### config.mk
export PLATFORM = sky130hd
export DESIGN_NAME = reg_bus_router
export DESIGN_NICKNAME = d
export VERILOG_FILES = /design/src/rtl/reg_bus_router.sv
export SDC_FILE = /design/constraint.sdc
export NUM_CORES = 1
export LEC_CHECK = 0
export ABC_AREA = 0
export BUFFER_PORTS_ARGS = -buffer_cell sky130_fd_sc_hd__buf_2
export CORE_ASPECT_RATIO = 1.4
export CORE_MARGIN = 3
export CORE_UTILIZATION = 25
export CTS_CLUSTER_DIAMETER = 50
export DETAILED_ROUTE_END_ITERATION = 16
export SLEW_MARGIN = 30
export SYNTH_ARGS = -nofsm -noshare
export SYNTH_HDL_FRONTEND = slang
export SYNTH_SLANG_ARGS = --single-unit
### constraint.sdc
create_clock -name clk -period 5.4 [get_ports clk]
set_input_delay 0.27 -clock clk [delete_from_list [all_inputs] [get_ports clk]]
set_output_delay 0.27 -clock clk [all_outputs]
set_load 0.02 [all_outputs]
### src/rtl/reg_bus_router.sv
// Register-bus router: decodes each AXI-lite register request to one of NUM_SLOTS
// regions, strobes that slot, waits for its ack under a timeout and returns completion.
module reg_bus_router #(
    parameter int ADDR_WIDTH     = 32,
    parameter int DATA_WIDTH     = 32,
    parameter int NUM_SLOTS      = 4,
    parameter int SLOT_SHIFT     = 16,
    parameter int TIMEOUT_CYCLES = 255
) (
    input  logic                            clk,
    input  logic                            rst,
    input  logic                            i_reg_in_rdy,
    output logic                            o_reg_in_ack_stb,
    input  logic [ADDR_WIDTH-1:0]           i_reg_address,
    input  logic [DATA_WIDTH-1:0]           i_reg_in_data,
    input  logic                            i_reg_out_req,
    output logic                            o_reg_out_rdy_stb,
    output logic [DATA_WIDTH-1:0]           o_reg_out_data,
    output logic                            o_reg_invalid_addr,
    output logic [NUM_SLOTS-1:0]            o_slot_wr_stb,
    output logic [NUM_SLOTS-1:0]            o_slot_rd_stb,
    output logic [ADDR_WIDTH-1:0]           o_slot_addr,
    output logic [DATA_WIDTH-1:0]           o_slot_wdata,
    input  logic [NUM_SLOTS-1:0]            i_slot_ack,
    input  logic [NUM_SLOTS-1:0]            i_slot_err,
    input  logic [NUM_SLOTS*DATA_WIDTH-1:0] i_slot_rdata,
    output logic [7:0]                      o_timeout_count
);

    localparam int SW        = $clog2(NUM_SLOTS);
    localparam int FIELD_TOP = SLOT_SHIFT + SW;

    typedef enum logic [2:0] {
        IDLE         = 3'd0,
        WRITE_ACCESS = 3'd1,
        READ_ACCESS  = 3'd2,
        RESPOND      = 3'd3,
        RELEASE      = 3'd4
    } state_e;

    function automatic logic [ADDR_WIDTH-1:0] low_mask(input int nbits);
        logic [ADDR_WIDTH-1:0] m;
        m = '0;
        for (int i = 0; i < ADDR_WIDTH; i++) begin
            m[i] = (i < nbits) ? 1'b1 : 1'b0;
        end
        return m;
    endfunction

    function automatic logic [NUM_SLOTS-1:0] onehot(input logic [SW-1:0] idx);
        logic [NUM_SLOTS-1:0] v;
        v      = '0;
        v[idx] = 1'b1;
        return v;
    endfunction

    localparam logic [ADDR_WIDTH-1:0] OFFSET_MASK = low_mask(SLOT_SHIFT);
    localparam logic [ADDR_WIDTH-1:0] DECODE_MASK = low_mask(FIELD_TOP);
    localparam logic [15:0]           TO_LAST     = 16'(TIMEOUT_CYCLES - 1);

    state_e                state_q, state_d;
    logic                  is_wr_q, is_wr_d;
    logic [SW-1:0]         slot_q, slot_d;
    logic [15:0]           cnt_q, cnt_d;
    logic [ADDR_WIDTH-1:0] addr_q, addr_d;
    logic [DATA_WIDTH-1:0] wdata_q, wdata_d;
    logic [NUM_SLOTS-1:0]  wr_stb_q, wr_stb_d;
    logic [NUM_SLOTS-1:0]  rd_stb_q, rd_stb_d;
    logic                  in_ack_q, in_ack_d;
    logic                  out_rdy_q, out_rdy_d;
    logic                  inval_q, inval_d;
    logic [DATA_WIDTH-1:0] rdata_q, rdata_d;
    logic [7:0]            tocnt_q, tocnt_d;

    logic [SW-1:0]         req_slot_s;
    logic                  req_oor_s;
    logic                  ack_k_s;
    logic                  err_k_s;
    logic [DATA_WIDTH-1:0] rdata_k_s;

    assign req_slot_s = i_reg_address[SLOT_SHIFT +: SW];
    assign req_oor_s  = |(i_reg_address & ~DECODE_MASK);
    assign ack_k_s    = i_slot_ack[slot_q];
    assign err_k_s    = i_slot_err[slot_q];
    assign rdata_k_s  = i_slot_rdata[int'(slot_q)*DATA_WIDTH +: DATA_WIDTH];

    // Next-state and registered-output logic for the access sequencer.
    always_comb begin
        state_d   = state_q;
        is_wr_d   = is_wr_q;
        slot_d    = slot_q;
        cnt_d     = cnt_q;
        addr_d    = addr_q;
        wdata_d   = wdata_q;
        wr_stb_d  = '0;
        rd_stb_d  = '0;
        in_ack_d  = 1'b0;
        out_rdy_d = 1'b0;
        inval_d   = 1'b0;
        rdata_d   = '0;
        tocnt_d   = tocnt_q;

        case (state_q)
            IDLE: begin
                if (i_reg_in_rdy || i_reg_out_req) begin
                    is_wr_d = i_reg_in_rdy;
                    slot_d  = req_slot_s;
                    addr_d  = i_reg_address & OFFSET_MASK;
                    cnt_d   = 16'd0;
                    if (i_reg_in_rdy) begin
                        wdata_d = i_reg_in_data;
                    end else begin
                        wdata_d = wdata_q;
                    end
                    // Out-of-range requests complete immediately without touching any slot.
                    if (req_oor_s) begin
                        state_d   = RESPOND;
                        in_ack_d  = i_reg_in_rdy;
                        out_rdy_d = ~i_reg_in_rdy;
                        inval_d   = 1'b1;
                    end else if (i_reg_in_rdy) begin
                        state_d  = WRITE_ACCESS;
                        wr_stb_d = onehot(req_slot_s);
                    end else begin
                        state_d  = READ_ACCESS;
                        rd_stb_d = onehot(req_slot_s);
                    end
                end else begin
                    state_d = IDLE;
                end
            end
            WRITE_ACCESS, READ_ACCESS: begin
                // cnt_q == 0 marks the strobe cycle, where the slot ack is not yet trusted.
                if ((cnt_q != 16'd0) && ack_k_s) begin
                    state_d   = RESPOND;
                    in_ack_d  = is_wr_q;
                    out_rdy_d = ~is_wr_q;
                    inval_d   = err_k_s;
                    if (is_wr_q) begin
                        rdata_d = '0;
                    end else begin
                        rdata_d = rdata_k_s;
                    end
                end else if (cnt_q == TO_LAST) begin
                    state_d   = RESPOND;
                    in_ack_d  = is_wr_q;
                    out_rdy_d = ~is_wr_q;
                    inval_d   = 1'b1;
                    if (tocnt_q != 8'hFF) begin
                        tocnt_d = tocnt_q + 8'd1;
                    end else begin
                        tocnt_d = tocnt_q;
                    end
                end else begin
                    cnt_d = cnt_q + 16'd1;
                end
            end
            RESPOND: begin
                state_d = RELEASE;
            end
            RELEASE: begin
                if (!i_reg_in_rdy && !i_reg_out_req) begin
                    state_d = IDLE;
                end else begin
                    state_d = RELEASE;
                end
            end
            default: begin
                state_d = IDLE;
            end
        endcase
    end

    // State and output registers with asynchronous active-low reset.
    always_ff @(posedge clk or negedge rst) begin
        if (!rst) begin
            state_q   <= IDLE;
            is_wr_q   <= 1'b0;
            slot_q    <= '0;
            cnt_q     <= 16'd0;
            addr_q    <= '0;
            wdata_q   <= '0;
            wr_stb_q  <= '0;
            rd_stb_q  <= '0;
            in_ack_q  <= 1'b0;
            out_rdy_q <= 1'b0;
            inval_q   <= 1'b0;
            rdata_q   <= '0;
            tocnt_q   <= 8'd0;
        end else begin
            state_q   <= state_d;
            is_wr_q   <= is_wr_d;
            slot_q    <= slot_d;
            cnt_q     <= cnt_d;
            addr_q    <= addr_d;
            wdata_q   <= wdata_d;
            wr_stb_q  <= wr_stb_d;
            rd_stb_q  <= rd_stb_d;
            in_ack_q  <= in_ack_d;
            out_rdy_q <= out_rdy_d;
            inval_q   <= inval_d;
            rdata_q   <= rdata_d;
            tocnt_q   <= tocnt_d;
        end
    end

    assign o_reg_in_ack_stb   = in_ack_q;
    assign o_reg_out_rdy_stb  = out_rdy_q;
    assign o_reg_out_data     = rdata_q;
    assign o_reg_invalid_addr = inval_q;
    assign o_slot_wr_stb      = wr_stb_q;
    assign o_slot_rd_stb      = rd_stb_q;
    assign o_slot_addr        = addr_q;
    assign o_slot_wdata       = wdata_q;
    assign o_timeout_count    = tocnt_q;

endmodule

### Word-level counts from Yosys, hierarchy flattened

Index checks and enable logic that the tools add are counted.

| cells by class | value |
|---|---|
| $lt $le $gt $ge | 3 |
| add/sub/neg operators | 2 |
| shift-type cells | 1 |
| multiplexer cells | 43 |
| equal/unequal tests | 10 |
| reductions and logical operators | 15 |
| bitwise operators | 3 |

Operator list:

| cell | count |
|---|---|
| $shiftx A128 B8 Y32 | 1 |
| $mux W32 | 3 |
| $mux W16 | 3 |
| $mux W4 | 8 |
| $pmux W16 S2 | 1 |
| $add A16 B1 Y16 const B | 1 |
| $eq A16 B8 Y1 const B | 1 |
| $reduce_bool A16 Y1 | 1 |
| $mux W1 | 15 |
| $reduce_or A14 Y1 | 1 |
| $mux W3 | 4 |
| $pmux W3 S4 | 1 |
| $add A8 B1 Y8 const B | 1 |
| $ne A8 B8 Y1 const B | 1 |
| $reduce_and A4 Y1 | 2 |
| $eq A3 B2 Y1 const B | 2 |
| $lt A2 B3 Y1 const B | 2 |
| $ne A2 B2 Y1 const B | 3 |
| $pmux W1 S2 | 3 |
| $bmux W1 S2 | 2 |
| $mux W2 | 2 |
| $eq A3 B1 Y1 const B | 1 |
| $eq A3 B3 Y1 const B | 1 |
| $logic_and A1 B1 Y1 | 3 |
| 11 further kinds | 14 |

| storage, ports and cells | value |
|---|---|
| flip-flop bits (word level) | 121 |
| logic and storage cells | 90 |
| input port bits | 204 |
| output and inout port bits | 115 |

### Longest topological paths before layout

| depth | value |
|---|---|
| word-level depth | 8 |
| depth in mapped cells | 8 |
| gate-level depth less buffers | 7 |

### Worst setup path after synthesis

No wires, ideal clock.

| timing path | value |
|---|---|
| kind | register to register |
| from | register cnt_q[0] |
| to | register tocnt_q[1], in the netlist o_timeout_count[1] |
| buffers on the path | 0 |
| required time | 5.275 ns |
| setup time | 0.125 ns |
| stages on the path, launching flop included | 7 |
| period minus slack after synthesis | 2.026 ns |
| arrival | 1.901 ns |
| path slack | 3.374 ns |
| cell sequence | dfrtp_1 inv_1 ha_1 nor4b_1 nand4_1 a211oi_2 mux2_2 |

| on the way | value |
|---|---|
| cells in the longest elaborated chain, start to end | 4 |
| elaborated cells on any way between the ends | 5 |
| those cells by class | 1 x eq/ne; 1 x bitwise; 3 x reduce/logical |

Ends and longest elaborated chain:

| element | RTL line | text |
|---|---|---|
| start: declaration | 64 | `logic [15:0] cnt_q, cnt_d;` |
| start signal: assignment | 194 | `cnt_q <= cnt_d;` |
| $reduce_bool A16 Y1 | 134 | `if ((cnt_q != 16'd0) && ack_k_s) begin` |
| $logic_and A1 B1 Y1 | 134 |  |
| $not A1 Y1 (no source line) | - |  |
| $reduce_and A4 Y1 (no source line) (*) | - |  |
| end signal: assignment | 203 | `tocnt_q <= tocnt_d;` |
| end: declaration | 73 | `logic [7:0] tocnt_q, tocnt_d;` |

Every way passes the cells marked *; elsewhere a longest branch is shown, timed or not.
A chain may end at the register's enable or synchronous reset.

### Worst setup path after layout

| timing path | value |
|---|---|
| from | register cnt_q[0] |
| to | register cnt_q[12] |

| on the way | value |
|---|---|
| cells in the longest elaborated chain, start to end | 4 |
| elaborated cells on any way between the ends | 10 |
| those cells by class | 1 x add/sub; 3 x eq/ne; 3 x mux; 3 x reduce/logical |

Ends and longest elaborated chain:

| element | RTL line |
|---|---|
| $add A16 B1 Y16 or $reduce_bool A16 Y1 (tied branches) | 155, 134 |
| $mux W16 or $logic_and A1 B1 Y1 (tied branches) | 144, 134 |
| $mux W16 or $ne A2 B2 Y1 (tied branches) | - |
| $pmux W16 S2 or $reduce_and A4 Y1 (tied branches) | - |

Several ways; a longest one is shown, not always the timed one. The select of a mux whose other input is x is not followed.

==> results.json <==
{
  "ctsResizeCount": 0,
  "synth-seq-cells": 121,
  "slew_violations": 0,
  "ys_types": 51,
  "die-area_sq_um": 25070,
  "grt_max_degree": 80,
  "finalWeightedCongestion": 0.8218,
  "dp_slack_ns": 2.957,
  "io_buffers": 302,
  "yosys_warnings": 0,
  "finalHoldWorstSlack_ns": 0.04069,
  "tns_ns": 0,
  "synth_top_area_cell": "dfrtp_1",
  "cp-end-kind": "flip-flop",
  "cp_max_fo": 13,
  "initial_core_util_pct": 25.54,
  "placed_cell_area_sq_um": 7570,
  "setup_viol": 0,
  "powerDensity_nw_per_um2": 545.9,
  "firstDrtPassIters": 5,
  "worst_pin_slew_ns": 0.7716,
  "clk_latency_ns": 0.42,
  "cp_data_arrival_time_ns": 2.72,
  "synth_commonest_cells": "dfrtp_1, nand2_1, mux4_2, mux2_2, nor2b_1",
  "synth-edff-count": 0,
  "gr-total-overflow": 0,
  "startpoint": "cnt_q[0]",
  "syn_to_final_growth_pct": 40.66,
  "required_ns": 5.67,
  "ir_drop_mv": 0.2219,
  "grt_pass1_wl_microns": 26470,
  "synth_top_area_share_pct": 52.26,
  "num_io_pins": 319,
  "placementRows": 65,
  "syn_inst": 476,
  "finalPower_w": 0.004449,
  "drive_gt1_share_pct": 52.28,
  "period_minus_slack_ns": 2.450,
  "wl_met1_microns": 6244,
  "fin_area_sq_um": 8150,
  "cts.sinks": 121,
  "wirelength_microns": 17570,
  "chipWidth_microns": 134.7,
  "max-slew-margin-rel_pct": 48.56,
  "htree_levels": 4,
  "max_freq_mhz": 408.1,
  "postRouteAntennaNets": 0,
  "nets": 985,
  "cts_hold_buf": 1,
  "synth_ff_type": "dfrtp_1",
  "status": "finished, final reports clean",
  "p_leak_nw": 4.058,
  "wl_per_cell_microns": 16.09,
  "min_from": "i_reg_address[15]",
  "r2r-start": "cnt_q[0]",
  "numCtsBuffers": 17,
  "cts_tree": "yes",
  "die_h_microns": 186.1,
  "root_buffer": "clkbuf_16",
  "viasPerCell": 4.512,
  "rsz0062_at_grt": "no",
  "first_iter_violations": 182,
  "synthArstFlopShare_pct": 100.0,
  "min_path_type": "in2reg",
  "antenna_found_initial": 2,
  "syn_avg_cell_area_sq_um": 12.17,
  "synthTopCellsByArea": "dfrtp_1, mux4_2, mux2_2",
  "wl_met3_microns": 1264,
  "first_global_vias": 5027,
  "skew_ns": 0.01049,
  "clkTransAtPathRegs_ns": 0.06,
  "routed.top_layer": "met5",
  "synth.yosys.seq_area_share_pct": 52.26,
  "hold_violations": 0,
  "setup.worst_path.start_class": "flip-flop",
  "drv_cap": 0,
  "critPathKind": "reg2reg",
  "synth.most_common_cell": "dfrtp_1",
  "clockBufferDepth": 2,
  "post_cts_buffers": 0,
  "num_vias": 4927,
  "route.met2.wl_microns": 9660,
  "finalCritPeriodShare_pct": 45.38,
  "dp_hpwl_microns": 13390,
  "core_area_sq_um": 22690,
  "track_usage_pct": 13.72,
  "syn_area_sq_um": 5794,
  "drc": 0,
  "fin_ws_ns": 2.950
}
[stage by stage]
stage / instances / util [%]
2_1_floorplan: 491 / -
3_3_place_gp: 1058 / 33.33
3_5_place_dp: 1058 / 33.36
4_1_cts: 1091 / 35.91
5_1_grt: 1092 / 35.92
6_report: 1092 / 35.92
[final timing paths]
check,endpoint,cells after the start,slack (ns)
min in group asynchronous,o_slot_addr[5],2,0.47
worst max register to register,cnt_q[12],7,2.95
worst min register to register,o_slot_addr[8],2,0.47
worst min-delay path,o_slot_addr[15],3,0.04
max in group asynchronous,o_slot_wdata[27],3,3.88
worst max-delay path,cnt_q[12],7,2.95
[layout make-up]
cell class                      count  area, sq um
Fill cell                        2272        14540
Clock inverter                     14        138.9
Clock buffer                       18        429.2
Timing Repair Buffer              308         1565
Sequential cell                   121         3029
Antenna cell                        1        2.502
Inverter                           12        45.04
Tap cell                          301        376.6
Multi-Input combinational cell    317         2564
[critical path: stages (launching register included)]
cell and delay, ns:
dfrtp_1 0.40, inv_1 0.13, ha_1 0.15, nor4b_1 0.27, nand4_1 0.29, a21bo_1 0.41, o21ai_2 0.48, o221ai_1 0.18
[flip-flops by register name (all words and copies together), names as in the netlist, 2 cells and up]
signal,count
cnt_q,16
o_reg_out_data,32
o_slot_addr,16
o_slot_rd_stb,4
o_slot_wdata,32
o_slot_wr_stb,4
o_timeout_count,8
slot_q,2
state_q,3
[power breakdown]
part	internal [W]	leakage (nW)	switching (W)
clock network	0.000643	0.265	0.000451
logic	0.000789	2.22	0.00118
registers	0.00122	1.57	0.000171
[metal layers]
metal,global-route usage (%),vias to the layer above
met5,0,-
met4,5.175,2
met3,3.902,20
met2,25.43,238
met1,14.78,2381
li1,-,2286
[cells in the final DEF (no fill, tap or decap), types with 12 or more instances in the layout]
| master | count |
|---|---|
| nand2_1 | 69 |
| conb_1 | 16 |
| mux4_2 | 34 |
| nor2b_1 | 32 |
| clkbuf_16 | 17 |
| nor2_1 | 14 |
| dfrtp_1 | 120 |
| inv_1 | 12 |
| buf_2 | 301 |
| mux2_2 | 33 |
| nand3_1 | 12 |
[cell families after synthesis]
logic type,Yosys count,synth area share (%)
AOI/OAI and AO/OA,42,5.485
xor gates and xnor gates,8,1.209
adders and majority gates,4,0.8638
buffers and inverters,53,4.686
DFF,121,52.26
muxes,67,19.63
other,1,0.06472
and+or+nand+nor,180,15.81
Note: power is estimated with default switching activity, not from simulation.
